### config.mk
export PLATFORM = sky130hd
export DESIGN_NAME = sha256_multiblock_core
export DESIGN_NICKNAME = d
export VERILOG_FILES = /design/src/rtl/sha256_multiblock_core.sv
export SDC_FILE = /design/constraint.sdc
export NUM_CORES = 2
export LEC_CHECK = 0
export ABC_AREA = 1
export ABC_CLOCK_PERIOD_IN_PS = 6400
export BUFFER_PORTS_ARGS = -buffer_cell sky130_fd_sc_hd__buf_2
export CAP_MARGIN = 20
export CORE_MARGIN = 1.5
export CORE_UTILIZATION = 45
export DETAILED_ROUTE_END_ITERATION = 7
export GPL_TIMING_DRIVEN = 1
export PLACE_DENSITY_LB_ADDON = 0.3
export SLEW_MARGIN = 30
export SYNTH_ARGS = -nofsm -noshare
export SYNTH_HDL_FRONTEND = slang
export SYNTH_SLANG_ARGS = --single-unit
### constraint.sdc
create_clock -name clk -period 6.4 [get_ports clk]
set_clock_uncertainty 0.1 [all_clocks]
set_input_delay 0.64 -clock clk [delete_from_list [all_inputs] [get_ports clk]]
set_output_delay 0.64 -clock clk [all_outputs]
set_load 0.005 [all_outputs]
### src/rtl/sha256_multiblock_core.sv
// Iterative SHA-256/SHA-224 compression core for pre-padded 512-bit blocks.
// The chaining value carries across blocks; UNROLL rounds are evaluated per clock.
module sha256_multiblock_core #(
  parameter int UNROLL = 1,
  parameter int SHA224 = 0
) (
  input  logic         clk,
  input  logic         rst_n,
  input  logic         blk_valid,
  output logic         blk_ready,
  input  logic         blk_first,
  input  logic [511:0] blk_data,
  output logic         digest_valid,
  output logic [255:0] digest,
  output logic         busy
);

  if (UNROLL != 1 && UNROLL != 2 && UNROLL != 4 && UNROLL != 8) begin : g_bad_unroll
    $error("sha256_multiblock_core: UNROLL must be 1, 2, 4 or 8");
  end

  typedef enum logic [1:0] {S_IDLE, S_ROUND, S_FINAL} state_t;
  typedef logic [0:7][31:0]  hvec_t;
  typedef logic [0:15][31:0] wwin_t;

  localparam hvec_t IV = (SHA224 != 0) ?
    hvec_t'(256'hc1059ed8_367cd507_3070dd17_f70e5939_ffc00b31_68581511_64f98fa7_befa4fa4) :
    hvec_t'(256'h6a09e667_bb67ae85_3c6ef372_a54ff53a_510e527f_9b05688c_1f83d9ab_5be0cd19);

  localparam logic [5:0] CNT_STEP = 6'(UNROLL);
  localparam logic [5:0] LAST_CNT = 6'(64 - UNROLL);

  localparam logic [0:63][31:0] K_TAB = {
    32'h428a2f98, 32'h71374491, 32'hb5c0fbcf, 32'he9b5dba5, 32'h3956c25b, 32'h59f111f1, 32'h923f82a4, 32'hab1c5ed5,
    32'hd807aa98, 32'h12835b01, 32'h243185be, 32'h550c7dc3, 32'h72be5d74, 32'h80deb1fe, 32'h9bdc06a7, 32'hc19bf174,
    32'he49b69c1, 32'hefbe4786, 32'h0fc19dc6, 32'h240ca1cc, 32'h2de92c6f, 32'h4a7484aa, 32'h5cb0a9dc, 32'h76f988da,
    32'h983e5152, 32'ha831c66d, 32'hb00327c8, 32'hbf597fc7, 32'hc6e00bf3, 32'hd5a79147, 32'h06ca6351, 32'h14292967,
    32'h27b70a85, 32'h2e1b2138, 32'h4d2c6dfc, 32'h53380d13, 32'h650a7354, 32'h766a0abb, 32'h81c2c92e, 32'h92722c85,
    32'ha2bfe8a1, 32'ha81a664b, 32'hc24b8b70, 32'hc76c51a3, 32'hd192e819, 32'hd6990624, 32'hf40e3585, 32'h106aa070,
    32'h19a4c116, 32'h1e376c08, 32'h2748774c, 32'h34b0bcb5, 32'h391c0cb3, 32'h4ed8aa4a, 32'h5b9cca4f, 32'h682e6ff3,
    32'h748f82ee, 32'h78a5636f, 32'h84c87814, 32'h8cc70208, 32'h90befffa, 32'ha4506ceb, 32'hbef9a3f7, 32'hc67178f2
  };

  function automatic logic [31:0] bsig0(input logic [31:0] x);
    return {x[1:0], x[31:2]} ^ {x[12:0], x[31:13]} ^ {x[21:0], x[31:22]};
  endfunction

  function automatic logic [31:0] bsig1(input logic [31:0] x);
    return {x[5:0], x[31:6]} ^ {x[10:0], x[31:11]} ^ {x[24:0], x[31:25]};
  endfunction

  function automatic logic [31:0] ssig0(input logic [31:0] x);
    return {x[6:0], x[31:7]} ^ {x[17:0], x[31:18]} ^ {3'b000, x[31:3]};
  endfunction

  function automatic logic [31:0] ssig1(input logic [31:0] x);
    return {x[16:0], x[31:17]} ^ {x[18:0], x[31:19]} ^ {10'b0, x[31:10]};
  endfunction

  state_t         state_q, state_d;
  logic [5:0]     cnt_q, cnt_d;
  wwin_t          w_q, w_d;
  hvec_t          wv_q, wv_d;
  hvec_t          h_base_q, h_base_d;
  hvec_t          h_chain_q, h_chain_d;
  logic [255:0]   digest_q, digest_d;
  logic           digest_valid_q, digest_valid_d;

  hvec_t          wv_rnd;
  wwin_t          w_rnd;
  hvec_t          base;
  logic [31:0]    t1, t2;
  logic [5:0]     k_idx;

  // UNROLL chained rounds; w_rnd[0] is always W[t] for the round being applied.
  always_comb begin
    wv_rnd = wv_q;
    w_rnd  = w_q;
    t1     = '0;
    t2     = '0;
    k_idx  = cnt_q;
    for (int j = 0; j < UNROLL; j++) begin
      k_idx  = cnt_q + 6'(j);
      t1     = wv_rnd[7] + bsig1(wv_rnd[4]) + ((wv_rnd[4] & wv_rnd[5]) ^ (~wv_rnd[4] & wv_rnd[6]))
             + K_TAB[k_idx] + w_rnd[0];
      t2     = bsig0(wv_rnd[0])
             + ((wv_rnd[0] & wv_rnd[1]) ^ (wv_rnd[0] & wv_rnd[2]) ^ (wv_rnd[1] & wv_rnd[2]));
      wv_rnd = {t1 + t2, wv_rnd[0:2], wv_rnd[3] + t1, wv_rnd[4:6]};
      w_rnd  = {w_rnd[1:15], ssig1(w_rnd[14]) + w_rnd[9] + ssig0(w_rnd[1]) + w_rnd[0]};
    end
  end

  always_comb begin
    // NOTE: every _d gets its hold value first so no path through the case infers a latch.
    state_d        = state_q;
    cnt_d          = cnt_q;
    w_d            = w_q;
    wv_d           = wv_q;
    h_base_d       = h_base_q;
    h_chain_d      = h_chain_q;
    digest_d       = digest_q;
    digest_valid_d = 1'b0;
    base           = h_chain_q;
    unique case (state_q)
      S_IDLE: begin
        if (blk_valid && blk_ready) begin
          base     = blk_first ? IV : h_chain_q;
          w_d      = blk_data;
          wv_d     = base;
          h_base_d = base;
          cnt_d    = '0;
          state_d  = S_ROUND;
        end
      end
      S_ROUND: begin
        wv_d  = wv_rnd;
        w_d   = w_rnd;
        cnt_d = cnt_q + CNT_STEP;
        if (cnt_q == LAST_CNT) state_d = S_FINAL;
      end
      S_FINAL: begin
        for (int i = 0; i < 8; i++) h_chain_d[i] = h_base_q[i] + wv_q[i];
        digest_d = h_chain_d;
        if (SHA224 != 0) digest_d[31:0] = '0;
        digest_valid_d = 1'b1;
        state_d        = S_IDLE;
      end
      default: state_d = S_IDLE;
    endcase
  end

  // NOTE: the W window and working registers are reset too, so an aborted block leaves no residue.
  always_ff @(posedge clk or negedge rst_n) begin
    if (!rst_n) begin
      state_q        <= S_IDLE;
      cnt_q          <= '0;
      w_q            <= '0;
      wv_q           <= '0;
      h_base_q       <= '0;
      h_chain_q      <= IV;
      digest_q       <= '0;
      digest_valid_q <= 1'b0;
    end else begin
      // NOTE: non-blocking so every flop samples the pre-edge values of the others.
      state_q        <= state_d;
      cnt_q          <= cnt_d;
      w_q            <= w_d;
      wv_q           <= wv_d;
      h_base_q       <= h_base_d;
      h_chain_q      <= h_chain_d;
      digest_q       <= digest_d;
      digest_valid_q <= digest_valid_d;
    end
  end

  assign blk_ready    = (state_q == S_IDLE);
  assign busy         = (state_q != S_IDLE);
  assign digest       = digest_q;
  assign digest_valid = digest_valid_q;

endmodule

==> run metrics <==
outcome complete, no violations; Top Family by Delay on Critical Path adder cells; crit path kind reg2reg; Post-Synth XOR/XNOR Area 3.37%; global placement routability congestion 1.04; Total GRT Usage 40.8%; Mapped Nets 13,271; largest family of logic cells by synthesized area compound AO/OA/AOI/OAI gates; Clk Latency, worst-skew pair 0.89 ns; Worst Setup SP wv_q[123]$_DFFE_PN0P_; Setup-failing EPs final 0; CP Buf/Inv Count 9; Async SR Flop Fraction 100%; largest net degree at the start of global routing 229; Placeable Area 207,000 um2; CP Data Required Time 6.94 ns; Detailed Routing Iterations Pass 1 8; die area 211,000 um2; routed wire length 439,000 um; vias per cell 5.81; critical path fanouts, max 5; Hold WS 0.0383 ns; P&R area growth vs syn 24.6%; TritonCTS clock tree built; Min-Delay Path Class in2reg; Final Hold Viols 0; Post-Syn Area 93,600 um2; nets@finish 14,741; period utilization 97.9%; Worst EP arrival 6.80 ns; mux share of post-synthesis cell area 0%; layout cells sized above 1 18.0%; CTS Root Cell clkbuf_16; CTS buffer count 164; dpl hpwl 342,000 um; number of library cell types mapped by synthesis 70; Die Span Y 459 um; Slew headroom 19.7%; register area share after synthesis 38.3%; Slew Limit Fails 0; Critical Path Sink Type flop; Synth Area in Simple Gates 17.7%; FF+latch count, synth 1,425; Rows 167; CP Launch Type flop; Syn Area/Cell 7.70 um2; RSZ-0062 raised after global routing yes; Crit-path slowest cell fa_1; first-pass GRT wire length 632,000 um; initial antenna violation count 58; Die Width 459 um; I/O pin cnt 775; Longest Clk Path Bufs 3; htree depth 4; Tmin final 6.26 ns; Hold Path End w_q[387]$_DFFE_PN0P_; Worst-Margin Slew 1.20 ns; drt drc 0; vias in the first global route 92,737; adder-cell share of the synthesized area 9.50%; total gr overflow 0; post-synthesis instance total 12,161; via count 95,962; Starting DRT DRC Count 11,052; R2R depth 31; reg2reg setup slack 0.14 ns; min-delay src blk_data[387]; Clock Sinks 1,425; MaxCap Viol Count 0; Peak Freq 160 MHz; Initial Util 45.2%; count of flip-flops with a built-in enable after synthesis 0; Yosys warning total 0; hold path depth 3; IO buf count 774; Clk pin slew, worst setup/hold paths 0.06 ns; DRT antenna net count 0; CP max stage delay 0.57 ns; compound-cell area share of the yosys netlist 20.3%; R2R Path End wv_q[245]$_DFFE_PN0P_; wire per inst 26.6 um; FF-to-FF Start wv_q[123]$_DFFE_PN0P_; Top FF cell, synth dfrtp_1
Yosys cell counts, types with 93 or more instances:
master	count	share of area, %
o21ai_1	554	3.0
dfrtp_1	1289	34
o21ai_0	849	4.5
nor2_1	721	2.9
nand3_1	449	2.4
xnor2_1	181	1.7
o211ai_1	671	5.4
a31oi_1	134	0.90
inv_1	1797	7.2
buf_2	93	0.50
dfstp_2	136	3.8
fa_1	195	4.2
buf_4	147	1.2
a21oi_1	555	3.0
ha_1	399	5.3
clkbuf_1	426	1.7
nand2_1	2603	10
xor2_1	179	1.7
logic make-up after synthesis:
logic type | count (synthesis)
buffers and inverters | 2525
flip-flops | 1425
XOR/XNOR | 360
adder cells (fa/ha/maj) | 594
AO/OA/AOI/OAI | 3176
AND/OR/NAND/NOR | 4081
cell usage in the layout (no fill, tap or decap), types with 24 or more instances in the layout:
master,count
dfstp_2,136
nand3b_1,29
buf_4,770
ha_1,352
diode_2,48
inv_2,50
nand2_1,2557
nor3_1,83
xor2_1,153
dlygate4sd3_1,414
xnor2_1,152
dfrtp_1,1272
nand3_1,435
a31oi_1,129
xnor2_2,25
a21o_1,51
buf_2,772
clkbuf_16,164
nor2_1,682
or2_2,56
o211ai_1,671
o21ai_1,579
inv_1,1751
clkinv_2,34
nand4_1,87
o21bai_1,66
nor2_2,24
fa_1,194
o31ai_1,55
buf_12,47
o221ai_1,48
o21ai_0,805
clkbuf_1,36
o21a_1,32
o22ai_1,34
a21oi_2,35
ha_4,41
nand2_2,43
a21oi_1,510
state kept, by name (all words and copies together) (netlist names):
register      count
cnt_q             6
w_q             512
h_chain_q       252
wv_q            256
h_base_q        256
digest_valid      1
digest          140
state_q           2
metrics by stage:
stage | area [um2] | util, % | setup TNS (ns) | std cells | worst slack, ns
after floorplan | 93600 | - | 0 | 12161 | 0.300
after global placement | 104000 | 50.3 | -24.73 | 15718 | -1.03
after detailed placement | 104000 | 50.3 | -11.88 | 15719 | -0.748
after CTS | 115000 | 55.4 | -0.0282 | 16443 | -0.0155
after global routing | 117000 | 56.4 | -0.899 | 16501 | -0.164
final | 117000 | 56.4 | 0 | 16520 | 0.136
how the worst max path moves through the flow:
stage	endpoint	slack, ns	cells after the start
6_report	wv_q[245]$_DFFE_PN0P_	0.14	31
5_1_grt	wv_q[245]$_DFFE_PN0P_	-0.16	31
4_1_cts	wv_q[245]$_DFFE_PN0P_	-0.02	38
3_3_place_gp	wv_q[245]$_DFFE_PN0P_	-1.03	33
2_1_floorplan	wv_q[247]$_DFFE_PN0P_	0.30	35
3_5_place_dp	wv_q[245]$_DFFE_PN0P_	-0.75	34
worst register-to-register path, delay by kind of cell, from the launching register on:
family | cells | cell delay, ns
compound gates | 6 | 0.67
xor+xnor | 3 | 0.49
fa+ha+maj | 6 | 2.65
buf+inv | 9 | 0.86
flops | 1 | 0.47
simple gates | 7 | 0.83
area by class of cell:
class | instances | area, um2
Inverter | 1810 | 6830
Tap cell | 2704 | 3380
Antenna cell | 48 | 120
Sequential cell | 1425 | 35900
Fill cell | 19162 | 90200
Multi-Input combinational cell | 8211 | 49800
Clock inverter | 81 | 1200
Clock buffer | 222 | 4540
Timing Repair Buffer | 2019 | 15000
metal layers:
metal	part of all wire, %	up-vias	global-route usage, %
li1	-	43017	-
met1	42	46829	56.0
met2	43	4997	60.6
met3	9.7	1093	9.46
met4	5.6	26	19.3
met5	0.038	-	0
repair_timing:
item / in CTS / in global routing
setup buffers: 7 / 30
resized for setup: 114 / 378
pin swaps: 25 / 128
hold buffers: 414 / 0
setup endpoints to repair: 39 / 41
endpoints found under the hold margin: 494 / 0
Power is not shown: default switching activity piles up to over one toggle a cycle in this logic, so the estimate is an artifact.
